**config.mk**
```make
export PLATFORM = sky130hd
export DESIGN_NAME = button_ctrl
export DESIGN_NICKNAME = d
export VERILOG_FILES = /design/src/rtl/button_ctrl.sv
export SDC_FILE = /design/constraint.sdc
export NUM_CORES = 1
export LEC_CHECK = 0
export BUFFER_PORTS_ARGS = -buffer_cell sky130_fd_sc_hd__buf_2
export CAP_MARGIN = 0
export CORE_MARGIN = 1.5
export CORE_UTILIZATION = 42
export CTS_BUF_LIST = sky130_fd_sc_hd__clkbuf_2 sky130_fd_sc_hd__clkbuf_4 sky130_fd_sc_hd__clkbuf_8
export DETAILED_ROUTE_END_ITERATION = 8
export PLACE_DENSITY_LB_ADDON = 0.1
export SLEW_MARGIN = 20
export SYNTH_ARGS = -nofsm -noshare
export SYNTH_HDL_FRONTEND = slang
export SYNTH_SLANG_ARGS = --single-unit
```
**constraint.sdc**
```tcl
create_clock -name clk -period 2.4 [get_ports clk]
set_clock_uncertainty 0.1 [all_clocks]
set_input_delay 0.72 -clock clk [delete_from_list [all_inputs] [get_ports clk]]
set_output_delay 0.72 -clock clk [all_outputs]
set_load 0.005 [all_outputs]
```
**src/rtl/button_ctrl.sv**
```systemverilog
// Multi-channel push-button controller: synchronizes, debounces and classifies
// each button into press, release, long-press and auto-repeat pulses.
module button_ctrl #(
  parameter int N          = 2,
  parameter int DB_TICKS   = 10,
  parameter int LONG_TICKS = 1000,
  parameter int RPT_TICKS  = 200,
  parameter int RPT_EN     = 1
) (
  input  logic         clk,
  input  logic         rstn,
  input  logic         tick,
  input  logic [N-1:0] btnRaw,
  output logic [N-1:0] btnDb,
  output logic [N-1:0] pressPls,
  output logic [N-1:0] releasePls,
  output logic [N-1:0] longPls,
  output logic [N-1:0] rptPls
);

  localparam int DB_W     = $clog2(DB_TICKS);
  localparam int HOLD_MAX = (LONG_TICKS > RPT_TICKS) ? LONG_TICKS : RPT_TICKS;
  localparam int HOLD_W   = $clog2(HOLD_MAX);

  // Counters compare against "last value before threshold" so they never need
  // to hold the threshold itself and cannot wrap.
  localparam logic [DB_W-1:0]   DB_LAST   = DB_W'(DB_TICKS - 1);
  localparam logic [HOLD_W-1:0] LONG_LAST = HOLD_W'(LONG_TICKS - 1);
  localparam logic [HOLD_W-1:0] RPT_LAST  = HOLD_W'(RPT_TICKS - 1);

  typedef enum logic [1:0] {
    IDLE  = 2'd0,
    PRESS = 2'd1,
    HOLD  = 2'd2
  } state_t;

  for (genvar i = 0; i < N; i++) begin : g_ch
    logic              sync1;
    logic              sync2;
    logic [DB_W-1:0]   db_cnt;
    logic              db;
    logic [HOLD_W-1:0] hold_cnt;
    state_t            state;
    logic              press_q;
    logic              release_q;
    logic              long_q;
    logic              rpt_q;
    logic              db_flip;
    logic              rise;
    logic              fall;

    // The debounced level changes on the tick that completes DB_TICKS
    // consecutive differing samples; rise/fall are that same event.
    assign db_flip = tick && (sync2 != db) && (db_cnt == DB_LAST);
    assign rise    = db_flip && sync2;
    assign fall    = db_flip && !sync2;

    // NOTE: every clocked block uses non-blocking assignments so all per-channel
    // state samples pre-edge values and updates together at the edge.
    always_ff @(posedge clk or negedge rstn) begin
      if (!rstn) begin
        sync1 <= 1'b0;
        sync2 <= 1'b0;
      end else begin
        sync1 <= btnRaw[i];
        sync2 <= sync1;
      end
    end

    always_ff @(posedge clk or negedge rstn) begin
      if (!rstn) begin
        db_cnt <= '0;
        db     <= 1'b0;
      end else if (tick) begin
        if (sync2 == db) begin
          db_cnt <= '0;
        end else if (db_cnt == DB_LAST) begin
          db     <= sync2;
          db_cnt <= '0;
        end else begin
          db_cnt <= db_cnt + 1'b1;
        end
      end
    end

    always_ff @(posedge clk or negedge rstn) begin
      if (!rstn) begin
        state     <= IDLE;
        hold_cnt  <= '0;
        press_q   <= 1'b0;
        release_q <= 1'b0;
        long_q    <= 1'b0;
        rpt_q     <= 1'b0;
      end else begin
        press_q   <= rise;
        release_q <= fall;
        long_q    <= 1'b0;
        rpt_q     <= 1'b0;
        // A fall is checked before any threshold so release always wins.
        case (state)
          IDLE: begin
            if (rise) begin
              state    <= PRESS;
              hold_cnt <= '0;
            end
          end
          PRESS: begin
            if (fall) begin
              state    <= IDLE;
              hold_cnt <= '0;
            end else if (tick) begin
              if (hold_cnt == LONG_LAST) begin
                long_q   <= 1'b1;
                hold_cnt <= '0;
                state    <= HOLD;
              end else begin
                hold_cnt <= hold_cnt + 1'b1;
              end
            end
          end
          HOLD: begin
            if (fall) begin
              state    <= IDLE;
              hold_cnt <= '0;
            end else if (tick && (RPT_EN != 0)) begin
              if (hold_cnt == RPT_LAST) begin
                rpt_q    <= 1'b1;
                hold_cnt <= '0;
              end else begin
                hold_cnt <= hold_cnt + 1'b1;
              end
            end
          end
          default: begin
            state    <= IDLE;
            hold_cnt <= '0;
          end
        endcase
      end
    end

    assign btnDb[i]      = db;
    assign pressPls[i]   = press_q;
    assign releasePls[i] = release_q;
    assign longPls[i]    = long_q;
    assign rptPls[i]     = rpt_q;
  end

endmodule

```
==> results of run 1 <==
==> cell usage in the layout (no fill, tap or decap), types with 5 or more instances in the layout <==
| master | instances |
|---|---|
| nand2_1 | 17 |
| and3_1 | 8 |
| nand2b_1 | 9 |
| ha_1 | 12 |
| inv_1 | 12 |
| nand3_1 | 6 |
| clkbuf_8 | 8 |
| buf_4 | 5 |
| o21ai_1 | 19 |
| dfrtp_1 | 46 |
| a22o_1 | 15 |
| nor2_1 | 11 |
| buf_2 | 14 |
| nor2b_1 | 12 |
| o21ai_0 | 11 |
==> metal layers <==
metal,global-route usage (%),wire length [µm],vias up
met1,19.7,2120,851
met2,26.8,2150,24
met3,3.30,137,8
met5,0,0,-
li1,-,-,887
met4,7.24,83,0
==> through the flow <==
step | cell area [µm²] | power (mW) | setup slack [ns]
final | 2740 | 2.05 | 0.358
after global routing | 2740 | 2.22 | 0.174
after CTS | 2740 | 2.08 | 0.331
after detailed placement | 2630 | 1.52 | 0.0892
after global placement | 2630 | 1.52 | 0.131
after floorplan | 2540 | 1.39 | 0.403
==> final timing paths <==
| path | from | end | cells after the start |
|---|---|---|---|
| min | rstn | g_ch[0].long_q$_DFF_PN0_ | 1 |
| max | g_ch[0].hold_cnt[1]$_DFFE_PN0P_ | g_ch[0].hold_cnt[0]$_DFFE_PN0P_ | 7 |
| min reg2reg | g_ch[1].sync1$_DFF_PN0_ | g_ch[1].sync2$_DFF_PN0_ | 0 |
| max in group asynchronous | rstn | g_ch[1].hold_cnt[3]$_DFFE_PN0P_ | 2 |
| max reg2reg | g_ch[0].hold_cnt[1]$_DFFE_PN0P_ | g_ch[0].hold_cnt[0]$_DFFE_PN0P_ | 7 |
| min in group clk | g_ch[1].sync1$_DFF_PN0_ | g_ch[1].sync2$_DFF_PN0_ | 0 |
==> synth_stat cells, drive strengths merged <==
library cell / instances
clkbuf: 1
xor2: 2
o32a: 2
o21bai: 2
ha: 12
nand2: 17
nand3: 6
dfrtp: 46
o211ai: 4
nand4b: 2
nor4b: 2
or3: 2
a32oi: 1
inv: 12
mux2i: 2
and2: 4
o22ai: 2
and4b: 4
and4: 2
buf: 14
a21oi: 4
and3: 8
nor2: 13
nand2b: 9
mux2: 6
nor2b: 12
o221ai: 2
nand4bb: 2
o21ai: 30
nor3: 4
a22o: 15
==> power by group through the flow <==
stage          registers, mW  logic (mW)  clock network [mW]
2_1_floorplan          0.897       0.494                   0
3_3_place_gp           0.907       0.608                   0
3_5_place_dp           0.911       0.612                   0
4_1_cts                0.895       0.613               0.570
5_1_grt                0.905       0.704               0.610
6_report               0.894       0.602               0.549
==> cell families after synthesis <==
group	Yosys count	synth area share, %
multiplexers	8	3.45
adder cells (fa/ha/maj)	12	5.92
AND/OR/NAND/NOR	87	22.5
buffers and inverters	27	6.02
AO/OA/AOI/OAI	62	16.0
XOR/XNOR	2	0.690
flip-flops	46	45.4
==> area by class of cell <==
type / instances / area (µm²)
Tap cell: 75 / 93.8
Clock buffer: 8 / 110
Inverter: 12 / 45.0
Sequential cell: 46 / 1150
Timing Repair Buffer: 19 / 108
Multi-Input combinational cell: 171 / 1230
Fill cell: 555 / 3140
==> critical path, cell delays in order (launching register included) <==
cell       delay [ns]
dfrtp_1          0.38
ha_1             0.27
nand4bb_4        0.14
nor4b_2          0.35
o32a_1           0.19
buf_4            0.17
nor2_4           0.08
mux2_2           0.26
==> run summary, run 1 <==
Largest cells by area after synthesis: dfrtp_1 45%, ha_1 5.9%, a22o_1 5.2%, o21ai_1 3.7%, buf_4 3.3%
Final hold vios: 0
GPL Wtd Cong: 0.805
Max_slew headroom: 70.7%
Net Sw Frac: 33.3%
Max FFs per register: 20
Worst R2R Setup Slack: 0.36 ns
Register area share after synthesis: 45.4%
Internal power: 1.37 mW
Postcts setup bufs: 0
Layout area overhead: 8.04%
RSZ-0062 raised after global routing: false
Crit start category: flip-flop
Mapped Avg Cell Area: 10.4 µm²
Crit share post-route: 85.1%
N_diodes: 0
IO Pins: 15
Post-synthesis cell type with the largest combined area: dfrtp_1
Starting Density: 43.1%
Slew Viols, Final: 0
Layout Utilization: 46.6%
Drt initial violations: 100
Largest regs: g_ch.hold_cnt: 20 flops, g_ch.db_cnt: 8 flops, g_ch.state: 4 flops
Clk_lat worst skew: 0.30 ns
Via count: 1770
Register share of total power: 43.7%
Routed Antenna Nets: 0
Register bit total from synthesis: 46
Required @ worst endpoint: 2.49 ns
Drt total wl: 4.49 mm
Syn Inst Count: 244
Combinational power share: 29.4%
Nets: 272
Largest Register: g_ch.hold_cnt
Die area: 6520 µm²
Yosys cell types: 40
First-pass GRT wire length: 7.96 mm
Worst-Margin Slew: 0.437 ns
Initial antenna violation count: 0
Clock transition at path regs: 0.09 ns
CP Capture Type: flip-flop
Setup violators final: 0
Switching power: 0.680 mW
Crit-path max FO: 10
TritonCTS Buffers: 5
TNS Setup: 0 ns
CTS resizes: 0
Critical path class: flip-flop to flip-flop
Clock Power Share: 26.9%
Mapped Nets: 261
Avg Vias per Cell: 5.35
Worst Hold Class: input port to async pin
Height of the die: 80.7 µm
Final HPWL DP: 3.31 mm
Routed len/inst: 13.6 µm
Placed cell count: 323
Largest net degree at the start of global routing: 19
Power per cell area: 746 nW/µm²
Fmax: 490 MHz
CTS Hold Bufs: 0
Share of layout cells above drive strength 1: 16.0%
CTS max path bufs: 2
Lkg Pwr: 1.29 nW
VDD IR max: 0.000372 V
Number of global-route vias before repair: 1755
Post-synth top area share: 45.4%
Total congestion overflow: 0
# DRC: 0
Outcome: complete, no violations
# Max-Cap Violations: 0
TritonCTS clock tree: yes
Die W: 80.7 µm
Hold WS: 0.228 ns
Drt first pass iters: 4
Row Count: 28
Syn. warnings: 0
H-tree depth reported by CTS: 2
Buffers on Ports: 14
CTS root buf: clkbuf_8
Core ar.: 5890 µm²
Mapped cell area: 2540 µm²
Crit path arrival time: 2.14 ns
Layout Cells excl Fill: 331
Min Tclk post-route: 2.04 ns
Total GRT Usage: 16.0%
Clock Sinks: 46
Note: power is estimated with default switching activity, not from simulation.
==> inputs of run 2 (changes only) <==
--- a/config.mk
+++ b/config.mk
@@ -11,6 +11,7 @@
 export CORE_UTILIZATION = 42
 export CTS_BUF_LIST = sky130_fd_sc_hd__clkbuf_2 sky130_fd_sc_hd__clkbuf_4 sky130_fd_sc_hd__clkbuf_8
 export DETAILED_ROUTE_END_ITERATION = 8
+export GPL_TIMING_DRIVEN = 0
 export PLACE_DENSITY_LB_ADDON = 0.1
 export SLEW_MARGIN = 20
 export SYNTH_ARGS = -nofsm -noshare
==> run 2 against run 1 <==
- final cell count is 3.0% higher
- routed wire length up 4.3%
- combinational power increased by 6.1%
- clock power decreased by 11%
- design area rose by 1.9%
- hold slack gained 0.027 ns
- sequential share of layout area fell by 0.79 points
- core utilization increased by 0.89 points
- global-route usage down 0.23 points
- total power decreased by 1.1%
- critical path type unchanged
- largest cell class unchanged
- largest power group unchanged
==> run summary, run 2 (synthesis results as in run 1) <==
Outcome: complete, no violations
Row Count: 28
Postcts setup bufs: 0
Starting Density: 43.1%
Worst Hold Class: flip-flop to flip-flop
Worst r2r path cells: 8
CP peak stage delay: 0.40 ns
CTS resizes: 0
Height of the die: 80.7 µm
Hold_sp: g_ch[1].sync1$_DFF_PN0_
Crit path cell chain: inv_1, ha_1, nand4b_2, o21ai_1, o32a_1, buf_6, nor2_4, mux2_2
Layout Utilization: 47.5%
GPL Wtd Cong: 0.718
Via count: 1824
N_diodes: 0
Core ar.: 5890 µm²
Die W: 80.7 µm
Layout area overhead: 10.1%
Total GRT Usage: 15.8%
Drt initial violations: 43
Hold WS: 0.255 ns
Bufs and invs on worst path: 2
# DRC: 0
Delay-heaviest family, CP: compound AO/OA/AOI/OAI gates
Multi-input gate area: 1230 µm²
Routed len/inst: 13.7 µm
Drt total wl: 4.69 mm
TritonCTS Buffers: 5
Most frequent cells in the layout: 46 x dfrtp_1, 19 x o21ai_1, 17 x nand2_1
Crit-path max FO: 10
Filler Cell Count: 577
Final HPWL DP: 3.18 mm
Largest net degree at the start of global routing: 47
Die area: 6520 µm²
Buffers on Ports: 14
CP Capture Type: flip-flop
Largest Register: g_ch.hold_cnt
# Max-Cap Violations: 0
Largest regs: g_ch.hold_cnt: 20 flops, g_ch.db_cnt: 8 flops, g_ch.state: 4 flops
CTS Hold Bufs: 0
Final hold vios: 0
Required @ worst endpoint: 2.48 ns
Most common cell after layout, fill and taps aside: dfrtp_1
Power per cell area: 724 nW/µm²
Crit-path slowest cell: dfrtp_1
Nets: 282
Slew Viols, Final: 0
Setup violators final: 0
Total congestion overflow: 0
Max_slew headroom: 60.3%
Min Tclk post-route: 2.05 ns
CTS max path bufs: 2
H-tree depth reported by CTS: 2
Avg Vias per Cell: 5.35
Critical path class: flip-flop to flip-flop
RR Endpoint: g_ch[0].hold_cnt[0]$_DFFE_PN0P_
Routed Antenna Nets: 0
TNS Setup: 0 ns
Hold EP: g_ch[1].sync2$_DFF_PN0_
Max FFs per register: 20
CTS root buf: clkbuf_8
Clk_lat worst skew: 0.30 ns
TritonCTS clock tree: yes
Clock transition at path regs: 0.08 ns
Initial antenna violation count: 0
Worst-Margin Slew: 0.595 ns
IO Pins: 15
Reg2reg start: g_ch[0].db_cnt[1]$_DFFE_PN0P_
WHS Path Cells: 0
Area occupied by registers: 1150 µm²
First-pass GRT wire length: 7.94 mm
Crit path arrival time: 2.13 ns
Crit start category: flip-flop
Number of global-route vias before repair: 1714
VDD IR max: 0.000420 V
Worst setup path start: g_ch[0].db_cnt[1]$_DFFE_PN0P_
RSZ-0062 raised after global routing: false
Lkg Pwr: 1.34 nW
Clock Sinks: 46
Drt first pass iters: 4
Share of layout cells above drive strength 1: 18.8%
Crit share post-route: 85.3%
Worst R2R Setup Slack: 0.35 ns
Fmax: 488 MHz
[run 2: cell count changes in the layout (fill, tap and decap cells not counted), sizes merged]
cell    delta
buf        +9
clkinv     +2
clkbuf     -1
[run 2: power breakdown]
group / leakage [nW] / internal (mW) / switching (mW)
clock: 0.0486 / 0.217 / 0.271
sequential: 0.622 / 0.840 / 0.0557
combinational: 0.665 / 0.253 / 0.386
total: 1.34 / 1.31 / 0.712
[run 2: metal layers]
layer | GRT usage [%] | vias to the layer above | part of all wire (%)
met1 | 20.5 | 897 | 50
met4 | 5.17 | 0 | 1.0
met5 | 0 | - | 0
met2 | 26.1 | 14 | 47
li1 | - | 909 | -
met3 | 3.41 | 4 | 2.0
[run 2: how the worst max path moves through the flow]
stage | end | slack (ns) | cells past startpoint
finish | g_ch[0].hold_cnt[0]$_DFFE_PN0P_ | 0.35 | 8
floorplan | g_ch[1].hold_cnt[0]$_DFFE_PN0P_ | 0.40 | 6
global placement | g_ch[1].hold_cnt[0]$_DFFE_PN0P_ | 0.07 | 7
detailed placement | g_ch[1].hold_cnt[0]$_DFFE_PN0P_ | 0.07 | 7
global route | g_ch[0].hold_cnt[2]$_DFFE_PN0P_ | 0.19 | 8
CTS | g_ch[1].hold_cnt[0]$_DFFE_PN0P_ | 0.33 | 6
[run 2: cell type report]
type,instances,share of cell area (%)
multi-input combinational,171,44.2
sequential,46,41.2
buffer,15,3.85
tap,75,3.36
clock buffer,6,2.73
timing repair buffer,14,2.60
inverter,12,1.61
clock inverter,2,0.493
[run 2: per-stage QoR]
stage	cell area (µm²)	setup slack [ns]	instances	power, mW
6_report	2790	0.352	341	2.02
3_5_place_dp	2700	0.0666	333	1.56
5_1_grt	2790	0.195	341	2.18
2_1_floorplan	2540	0.403	244	1.39
4_1_cts	2790	0.328	341	2.05
3_3_place_gp	2700	0.0743	333	1.54
